<file path="src/rtl/pixel_stream_pkg.sv">
// Shared state encoding and frame-size constants for the pixel output path
// between the pooled-output FIFO and the bit-serial port.
package pixel_stream_pkg;

  localparam int PIX_62X62 = 3844;
  localparam int PIX_61X61 = 3721;
  localparam int PIX_31X31 = 961;

  localparam int DEFAULT_DATA_W      = 8;
  localparam int DEFAULT_STALL_LIMIT = 4096;

  typedef enum logic [1:0] {
    IDLE  = 2'd0,
    FETCH = 2'd1,
    SHIFT = 2'd2,
    DONE  = 2'd3
  } stream_state_e;

endpackage

</file>
<file path="src/rtl/pixel_stream_if.sv">
// FIFO read port and bit-serial valid/ready port of the pixel sequencer.
// The master side is the sequencer; the slave side is the FIFO plus sink.
interface pixel_stream_if
  import pixel_stream_pkg::*;
#(
  parameter int DATA_W = DEFAULT_DATA_W
);

  logic              fifo_empty;
  logic              fifo_rd_en;
  logic [DATA_W-1:0] fifo_dout;
  logic              serial_data;
  logic              serial_valid;
  logic              serial_ready_in;

  modport master (
    input  fifo_empty,
    input  fifo_dout,
    input  serial_ready_in,
    output fifo_rd_en,
    output serial_data,
    output serial_valid
  );

  modport slave (
    output fifo_empty,
    output fifo_dout,
    output serial_ready_in,
    input  fifo_rd_en,
    input  serial_data,
    input  serial_valid
  );

endinterface

</file>
<file path="src/rtl/pixel_bit_serializer.sv">
// Shifts one byte out MSB-first over a per-bit valid/ready handshake.
// A load on the same cycle as the last accept keeps valid high with no bubble.
module pixel_bit_serializer
  import pixel_stream_pkg::*;
#(
  parameter int DATA_W = DEFAULT_DATA_W
) (
  input  logic              clk,
  input  logic              rst,
  input  logic              load_i,
  input  logic [DATA_W-1:0] load_data_i,
  input  logic              ready_i,
  output logic              data_o,
  output logic              valid_o,
  output logic              byte_done_o
);

  localparam int IDX_W = $clog2(DATA_W);
  localparam logic [IDX_W-1:0] LAST_IDX = IDX_W'(DATA_W - 1);

  logic [DATA_W-1:0] shift_q;
  logic [IDX_W-1:0]  idx_q;
  logic              valid_q;
  logic              accept;
  logic              last_bit;

  assign accept      = valid_q && ready_i;
  assign last_bit    = (idx_q == LAST_IDX);
  assign byte_done_o = accept && last_bit;

  // Data only moves on an accepted bit, so a stalled sink sees a stable bit.
  always_ff @(posedge clk or posedge rst) begin
    if (rst) begin
      shift_q <= '0;
      idx_q   <= '0;
      valid_q <= 1'b0;
    end else if (load_i) begin
      shift_q <= load_data_i;
      idx_q   <= '0;
      valid_q <= 1'b1;
    end else if (accept) begin
      if (last_bit) begin
        valid_q <= 1'b0;
      end else begin
        shift_q <= {shift_q[DATA_W-2:0], 1'b0};
        idx_q   <= idx_q + 1'b1;
      end
    end
  end

  assign data_o  = shift_q[DATA_W-1];
  assign valid_o = valid_q;

endmodule

</file>
<file path="src/rtl/pixel_stream_ctrl.sv">
// Frame sequencer: reads exactly PIXEL_CNT bytes from the output FIFO and
// streams them bit-serially, reporting progress, completion and starvation.
module pixel_stream_ctrl
  import pixel_stream_pkg::*;
#(
  parameter int  PIXEL_CNT   = PIX_31X31,
  parameter int  DATA_W      = DEFAULT_DATA_W,
  parameter int  STALL_LIMIT = DEFAULT_STALL_LIMIT,
  localparam int CNT_W       = $clog2(PIXEL_CNT + 1)
) (
  input  logic             clk_200mhz,
  input  logic             reset,
  input  logic             start_i,
  input  logic             wr_rst_busy_i,
  input  logic             rd_rst_busy_i,
  pixel_stream_if.master   bus,
  output logic             busy_o,
  output logic             frame_done_o,
  output logic             stall_err_o,
  output logic [CNT_W-1:0] pixel_count_o
);

  localparam logic [CNT_W-1:0] FRAME_LEN = CNT_W'(PIXEL_CNT);
  localparam int STALL_W = $clog2(STALL_LIMIT + 1);
  localparam logic [STALL_W-1:0] STALL_MAX = STALL_W'(STALL_LIMIT);

  stream_state_e      state_q;
  logic [DATA_W-1:0]  hold_q;
  logic               hold_valid_q;
  logic               rd_pending_q;
  logic [CNT_W-1:0]   issued_q;
  logic [CNT_W-1:0]   sent_q;
  logic [CNT_W-1:0]   sent_d;
  logic [STALL_W-1:0] stall_cnt_q;
  logic               stall_err_q;
  logic               frame_done_q;

  logic rst_busy;
  logic active;
  logic rd_en;
  logic byte_done;
  logic last_byte;
  logic load;
  logic starving;

  assign rst_busy  = wr_rst_busy_i || rd_rst_busy_i;
  assign active    = (state_q == FETCH) || (state_q == SHIFT);
  assign sent_d    = sent_q + 1'b1;
  assign last_byte = (state_q == SHIFT) && byte_done && (sent_d == FRAME_LEN);

  // Only one byte is ever in flight between the FIFO and the hold register.
  assign rd_en = active && !hold_valid_q && !rd_pending_q && !bus.fifo_empty
                 && (issued_q < FRAME_LEN) && !rst_busy;

  assign load = hold_valid_q &&
                ((state_q == FETCH) ||
                 ((state_q == SHIFT) && byte_done && !last_byte));

  assign starving = (state_q == FETCH) && !hold_valid_q && !rd_pending_q && !rd_en;

  always_ff @(posedge clk_200mhz or posedge reset) begin
    if (reset) begin
      state_q      <= IDLE;
      hold_q       <= '0;
      hold_valid_q <= 1'b0;
      rd_pending_q <= 1'b0;
      issued_q     <= '0;
      sent_q       <= '0;
      stall_cnt_q  <= '0;
      stall_err_q  <= 1'b0;
      frame_done_q <= 1'b0;
    end else begin
      frame_done_q <= 1'b0;
      rd_pending_q <= rd_en;

      if (rd_en) begin
        issued_q <= issued_q + 1'b1;
      end

      if (rd_pending_q) begin
        hold_q       <= bus.fifo_dout;
        hold_valid_q <= 1'b1;
      end else if (load) begin
        hold_valid_q <= 1'b0;
      end

      // Starvation never aborts the frame; it only raises the sticky flag.
      if (rd_en) begin
        stall_cnt_q <= '0;
      end else if (starving && (stall_cnt_q != STALL_MAX)) begin
        stall_cnt_q <= stall_cnt_q + 1'b1;
        if (stall_cnt_q == STALL_MAX - 1'b1) begin
          stall_err_q <= 1'b1;
        end
      end

      case (state_q)
        IDLE: begin
          if (start_i && !rst_busy) begin
            state_q     <= FETCH;
            issued_q    <= '0;
            sent_q      <= '0;
            stall_cnt_q <= '0;
            stall_err_q <= 1'b0;
          end
        end
        FETCH: begin
          if (hold_valid_q) begin
            state_q <= SHIFT;
          end
        end
        SHIFT: begin
          if (byte_done) begin
            sent_q <= sent_d;
            if (last_byte) begin
              state_q      <= DONE;
              frame_done_q <= 1'b1;
            end else if (!hold_valid_q) begin
              state_q <= FETCH;
            end
          end
        end
        DONE: begin
          if (!start_i) begin
            state_q <= IDLE;
          end
        end
        default: state_q <= IDLE;
      endcase
    end
  end

  pixel_bit_serializer #(
    .DATA_W (DATA_W)
  ) u_serializer (
    .clk         (clk_200mhz),
    .rst         (reset),
    .load_i      (load),
    .load_data_i (hold_q),
    .ready_i     (bus.serial_ready_in),
    .data_o      (bus.serial_data),
    .valid_o     (bus.serial_valid),
    .byte_done_o (byte_done)
  );

  assign bus.fifo_rd_en = rd_en;
  assign busy_o         = (state_q != IDLE);
  assign frame_done_o   = frame_done_q;
  assign stall_err_o    = stall_err_q;
  assign pixel_count_o  = sent_q;

endmodule
</file>
<file path="src/flat_wrapper.sv">
// flat-port wrapper written by rule: the top's interface ports become plain ports
module pixel_stream_ctrl_flat import pixel_stream_pkg::*;
#(
  parameter int  PIXEL_CNT   = PIX_31X31,
  parameter int  DATA_W      = DEFAULT_DATA_W,
  parameter int  STALL_LIMIT = DEFAULT_STALL_LIMIT,
  localparam int CNT_W       = $clog2(PIXEL_CNT + 1)
)
  (clk_200mhz, reset, start_i, wr_rst_busy_i, rd_rst_busy_i, busy_o, frame_done_o, stall_err_o, pixel_count_o, bus_fifo_empty, bus_fifo_dout, bus_serial_ready_in, bus_fifo_rd_en, bus_serial_data, bus_serial_valid);
  pixel_stream_if #(.DATA_W(DATA_W)) bus_i ();
  input  logic clk_200mhz;
  input  logic reset;
  input  logic start_i;
  input  logic wr_rst_busy_i;
  input  logic rd_rst_busy_i;
  output logic busy_o;
  output logic frame_done_o;
  output logic stall_err_o;
  output logic [CNT_W-1:0] pixel_count_o;
  input wire logic [$bits(bus_i.fifo_empty)-1:0] bus_fifo_empty;
  input wire logic [$bits(bus_i.fifo_dout)-1:0] bus_fifo_dout;
  input wire logic [$bits(bus_i.serial_ready_in)-1:0] bus_serial_ready_in;
  output wire logic [$bits(bus_i.fifo_rd_en)-1:0] bus_fifo_rd_en;
  output wire logic [$bits(bus_i.serial_data)-1:0] bus_serial_data;
  output wire logic [$bits(bus_i.serial_valid)-1:0] bus_serial_valid;
  assign bus_i.fifo_empty = bus_fifo_empty;
  assign bus_i.fifo_dout = bus_fifo_dout;
  assign bus_i.serial_ready_in = bus_serial_ready_in;
  assign bus_fifo_rd_en = bus_i.fifo_rd_en;
  assign bus_serial_data = bus_i.serial_data;
  assign bus_serial_valid = bus_i.serial_valid;
  pixel_stream_ctrl #(.PIXEL_CNT(PIXEL_CNT), .DATA_W(DATA_W), .STALL_LIMIT(STALL_LIMIT)) u_core (.clk_200mhz(clk_200mhz), .reset(reset), .start_i(start_i), .wr_rst_busy_i(wr_rst_busy_i), .rd_rst_busy_i(rd_rst_busy_i), .bus(bus_i), .busy_o(busy_o), .frame_done_o(frame_done_o), .stall_err_o(stall_err_o), .pixel_count_o(pixel_count_o));
endmodule
</file>
<file path="config.mk">
export PLATFORM = sky130hd
export DESIGN_NAME = pixel_stream_ctrl_flat
export DESIGN_NICKNAME = d
export VERILOG_FILES = /design/src/rtl/pixel_stream_pkg.sv /design/src/rtl/pixel_stream_if.sv /design/src/rtl/pixel_bit_serializer.sv /design/src/rtl/pixel_stream_ctrl.sv /design/src/flat_wrapper.sv
export SDC_FILE = /design/constraint.sdc
export NUM_CORES = 1
export LEC_CHECK = 0
export ABC_AREA = 0
export CAP_MARGIN = 20
export CORE_ASPECT_RATIO = 1.1
export CORE_UTILIZATION = 30
export DETAILED_ROUTE_END_ITERATION = 6
export MAX_ROUTING_LAYER = met4
export SLEW_MARGIN = 0
export SYNTH_ARGS = -nofsm -noshare
export SYNTH_HDL_FRONTEND = slang
export SYNTH_SLANG_ARGS = --single-unit
</file>
<file path="constraint.sdc">
create_clock -name clk_200mhz -period 6.5 [get_ports clk_200mhz]
set_input_delay 1.3 -clock clk_200mhz [delete_from_list [all_inputs] [get_ports clk_200mhz]]
set_output_delay 1.3 -clock clk_200mhz [all_outputs]
set_load 0.05 [all_outputs]
</file>
==> metrics <==
status=completed; DR DRC count=0; Worst Hold End=u_core.issued_q[9]; ant diodes=0; Pleak=0.00172 uW; Max Clock Freq=212 MHz; Distinct cells, synth=53; commonest cells in the netlist=59 x dfrtp_1, 51 x nor2_1, 23 x nand2_1; CP max-delay cell=clkdlybuf4s50_1; vias in the first global route=2,559; final hold vios=0; Post-Syn Area=3350 sq um; dpl hpwl=5030 microns; flop2flop setup slack=3490 ps; post-CTS setup buffers=0; total number of vias=2,670; Clock Tree Buf Depth=2; CP delay by family, top=buffers and inverters; Clk pin slew, worst setup/hold paths=50 ps; Crit path arrival time=3420 ps; Vias/cell=5.07; row cnt=40; area grow syn2layout=20.7%; Root Buffer Master=clkbuf_16; average wire per standard cell=13.5 microns; CP bufs+invs=3; Die Span Y=113 microns; Skew-Pair Late Insertion Delay=330 ps; GRT Residual Overflow=0; Mapped Nets=374; CP dominant cell by count=clkdlybuf4s50_1; EDFF count, synth=0; number of port buffers=30; first-pass GRT wire length=12,200 microns; setup_tns=0 ps; Top Ports=31; Placer Congestion=0.889; post-synth top area cell=dfrtp_1; Max VDD drop=186 uV; CTS tree=yes; worst path required time=5200 ps; clock sinks=59; DP Worst Slack=1800 ps; Setup Crit Path Kind=input port to primary output; Worst Tran Pin Value=902 ps; Avg Cell Area, Syn=9.67 sq um; CTS HTree Levels=3; reg2reg path depth=6; post-synth top area share=44.0%; Async SR Flop Fraction=100%; critical path depth=6; Setup violations, final=0; CTS Hold Bufs=0; final worst setup slack=1780 ps; min cycle time layout=4720 ps; cts bufs inserted=9; Final Cycle Share=72.6%; Setup crit end kind=primary output; flops & latches, synth=59; TritonRoute pass-1 iters=4; FF-to-FF End=u_core.u_serializer.shift_q[0]; core area=10,900 sq um; share of cells above drive strength 1=9.21%; post_cts resized=0; gr usage total=13.8%; drt first-iter violations=78; die area=11,600 sq um; crit path max fanout=12; most frequent cell after synthesis=dfrtp_1; max_slew headroom=39.4%; crit-path cells=clkdlybuf4s50_1, nor2_1, and4b_1, nand2_1, inv_1, clkdlybuf4s50_1; Cells after Synth=347; clock skew=8.80 ps; Final ANT Viol Nets=0; r2r startpoint=u_core.pixel_count_o[0]; sequential share of the synthesized area=44.0%; Crit path largest cell delay=810 ps; Initial Util=30.7%; Max-cap violations=0; NumNets Final=402; critical path launch point type=input port; largest net degree at the start of global routing=60; synth top area cells=dfrtp_1 44%, nor2_1 5.7%, ha_1 4.5%; Final Max Tran Viols=0; PwrDens=357 nW/um^2; RSZ-0062 raised after global routing=no; ys flop type=dfrtp_1; DRT Wirelength=7100 microns; Hold Path Depth=1; hold_sp=u_core.issued_q[9]; hold crit path type=flip-flop to flip-flop; Die W=103 microns; Syn. warnings=0; initial antenna violation count=0
-- cell type report --
type	count	area, sq um
fillers	1140	6860
repair buffers	31	308
clock inverters	4	25.0
well taps	147	184
clock buffers	12	256
flip-flops and latches	59	1480
multi-input cells	255	1730
inverters	19	71.3
-- report_power, final --
part / internal [uW] / switching [uW] / total (uW)
Sequential: 460 / 79.7 / 540
Clock: 277 / 168 / 445
Combinational: 208 / 255 / 462
Total: 945 / 502 / 1450
-- state kept, by name, indices dropped and copies added (netlist names) --
signal	flops
u_core.stall_cnt_q	13
u_core.issued_q	10
u_core.pixel_count_o	10
u_core.hold_q	8
u_core.u_serializer.shift_q	8
u_core.u_serializer.idx_q	3
u_core.state_q	2
u_core.frame_done_o	1
u_core.hold_valid_q	1
u_core.rd_pending_q	1
u_core.stall_err_o	1
u_core.u_serializer.valid_o	1
-- per-stage QoR --
stage	area (sq um)	power [uW]	cells	utilization, %	hold WS, ps
3_3_place_gp	3770	994	511	34.5	480
3_5_place_dp	3770	1010	511	34.5	483
6_report	4050	1450	527	37.1	500
5_1_grt	4050	1540	527	37.1	527
4_1_cts	4050	1460	527	37.1	502
2_1_floorplan	3350	897	347	-	461
-- worst max path at each step --
stage	start	end	slack, ps
after floorplan	rd_rst_busy_i	bus_fifo_rd_en	3110
after global placement	rd_rst_busy_i	bus_fifo_rd_en	1830
after detailed placement	rd_rst_busy_i	bus_fifo_rd_en	1800
after CTS	rd_rst_busy_i	bus_fifo_rd_en	1790
after global routing	rd_rst_busy_i	bus_fifo_rd_en	1620
final	rd_rst_busy_i	bus_fifo_rd_en	1780
-- layer usage --
metal	wire length (microns)	vias up	GRT usage [%]
met2	3360	47	20.3
li1	-	1321	-
met4	129	0	5.26
met5	0	-	-
met1	3320	1287	18.3
met3	298	15	3.09
-- cell families (layout without fill, tap and decap cells) --
| family | after synthesis | count (layout) | synth area share (%) |
|---|---|---|---|
| AND/OR/NAND/NOR | 135 | 135 | 19.8 |
| buffers and inverters | 33 | 66 | 4.48 |
| flip-flops | 59 | 59 | 44.0 |
| multiplexers | 18 | 18 | 5.71 |
| XOR/XNOR | 19 | 19 | 4.96 |
| AO/OA/AOI/OAI | 71 | 71 | 16.5 |
| adder cells (fa/ha/maj) | 12 | 12 | 4.48 |
-- cells in the final DEF (no fill, tap or decap), types with 3 or more instances in the layout --
master and count:
dfrtp_1 59, nor2_1 51, clkdlybuf4s50_1 30, nand2_1 23, inv_1 18, o21ai_0 16, nand3_1 14, xnor2_1 14
ha_1 12, nand4_1 11, a21oi_1 10, mux2i_1 9, mux2_2 9, clkbuf_16 9, and2_1 8, a221oi_2 8
or3_1 5, a2111oi_0 5, xor2_1 5, a21o_1 4, and3_1 4, o21ai_1 3, o41ai_1 3, nor4b_1 3
nor3_1 3
No activity file was read; power rests on OpenSTA's default activity.
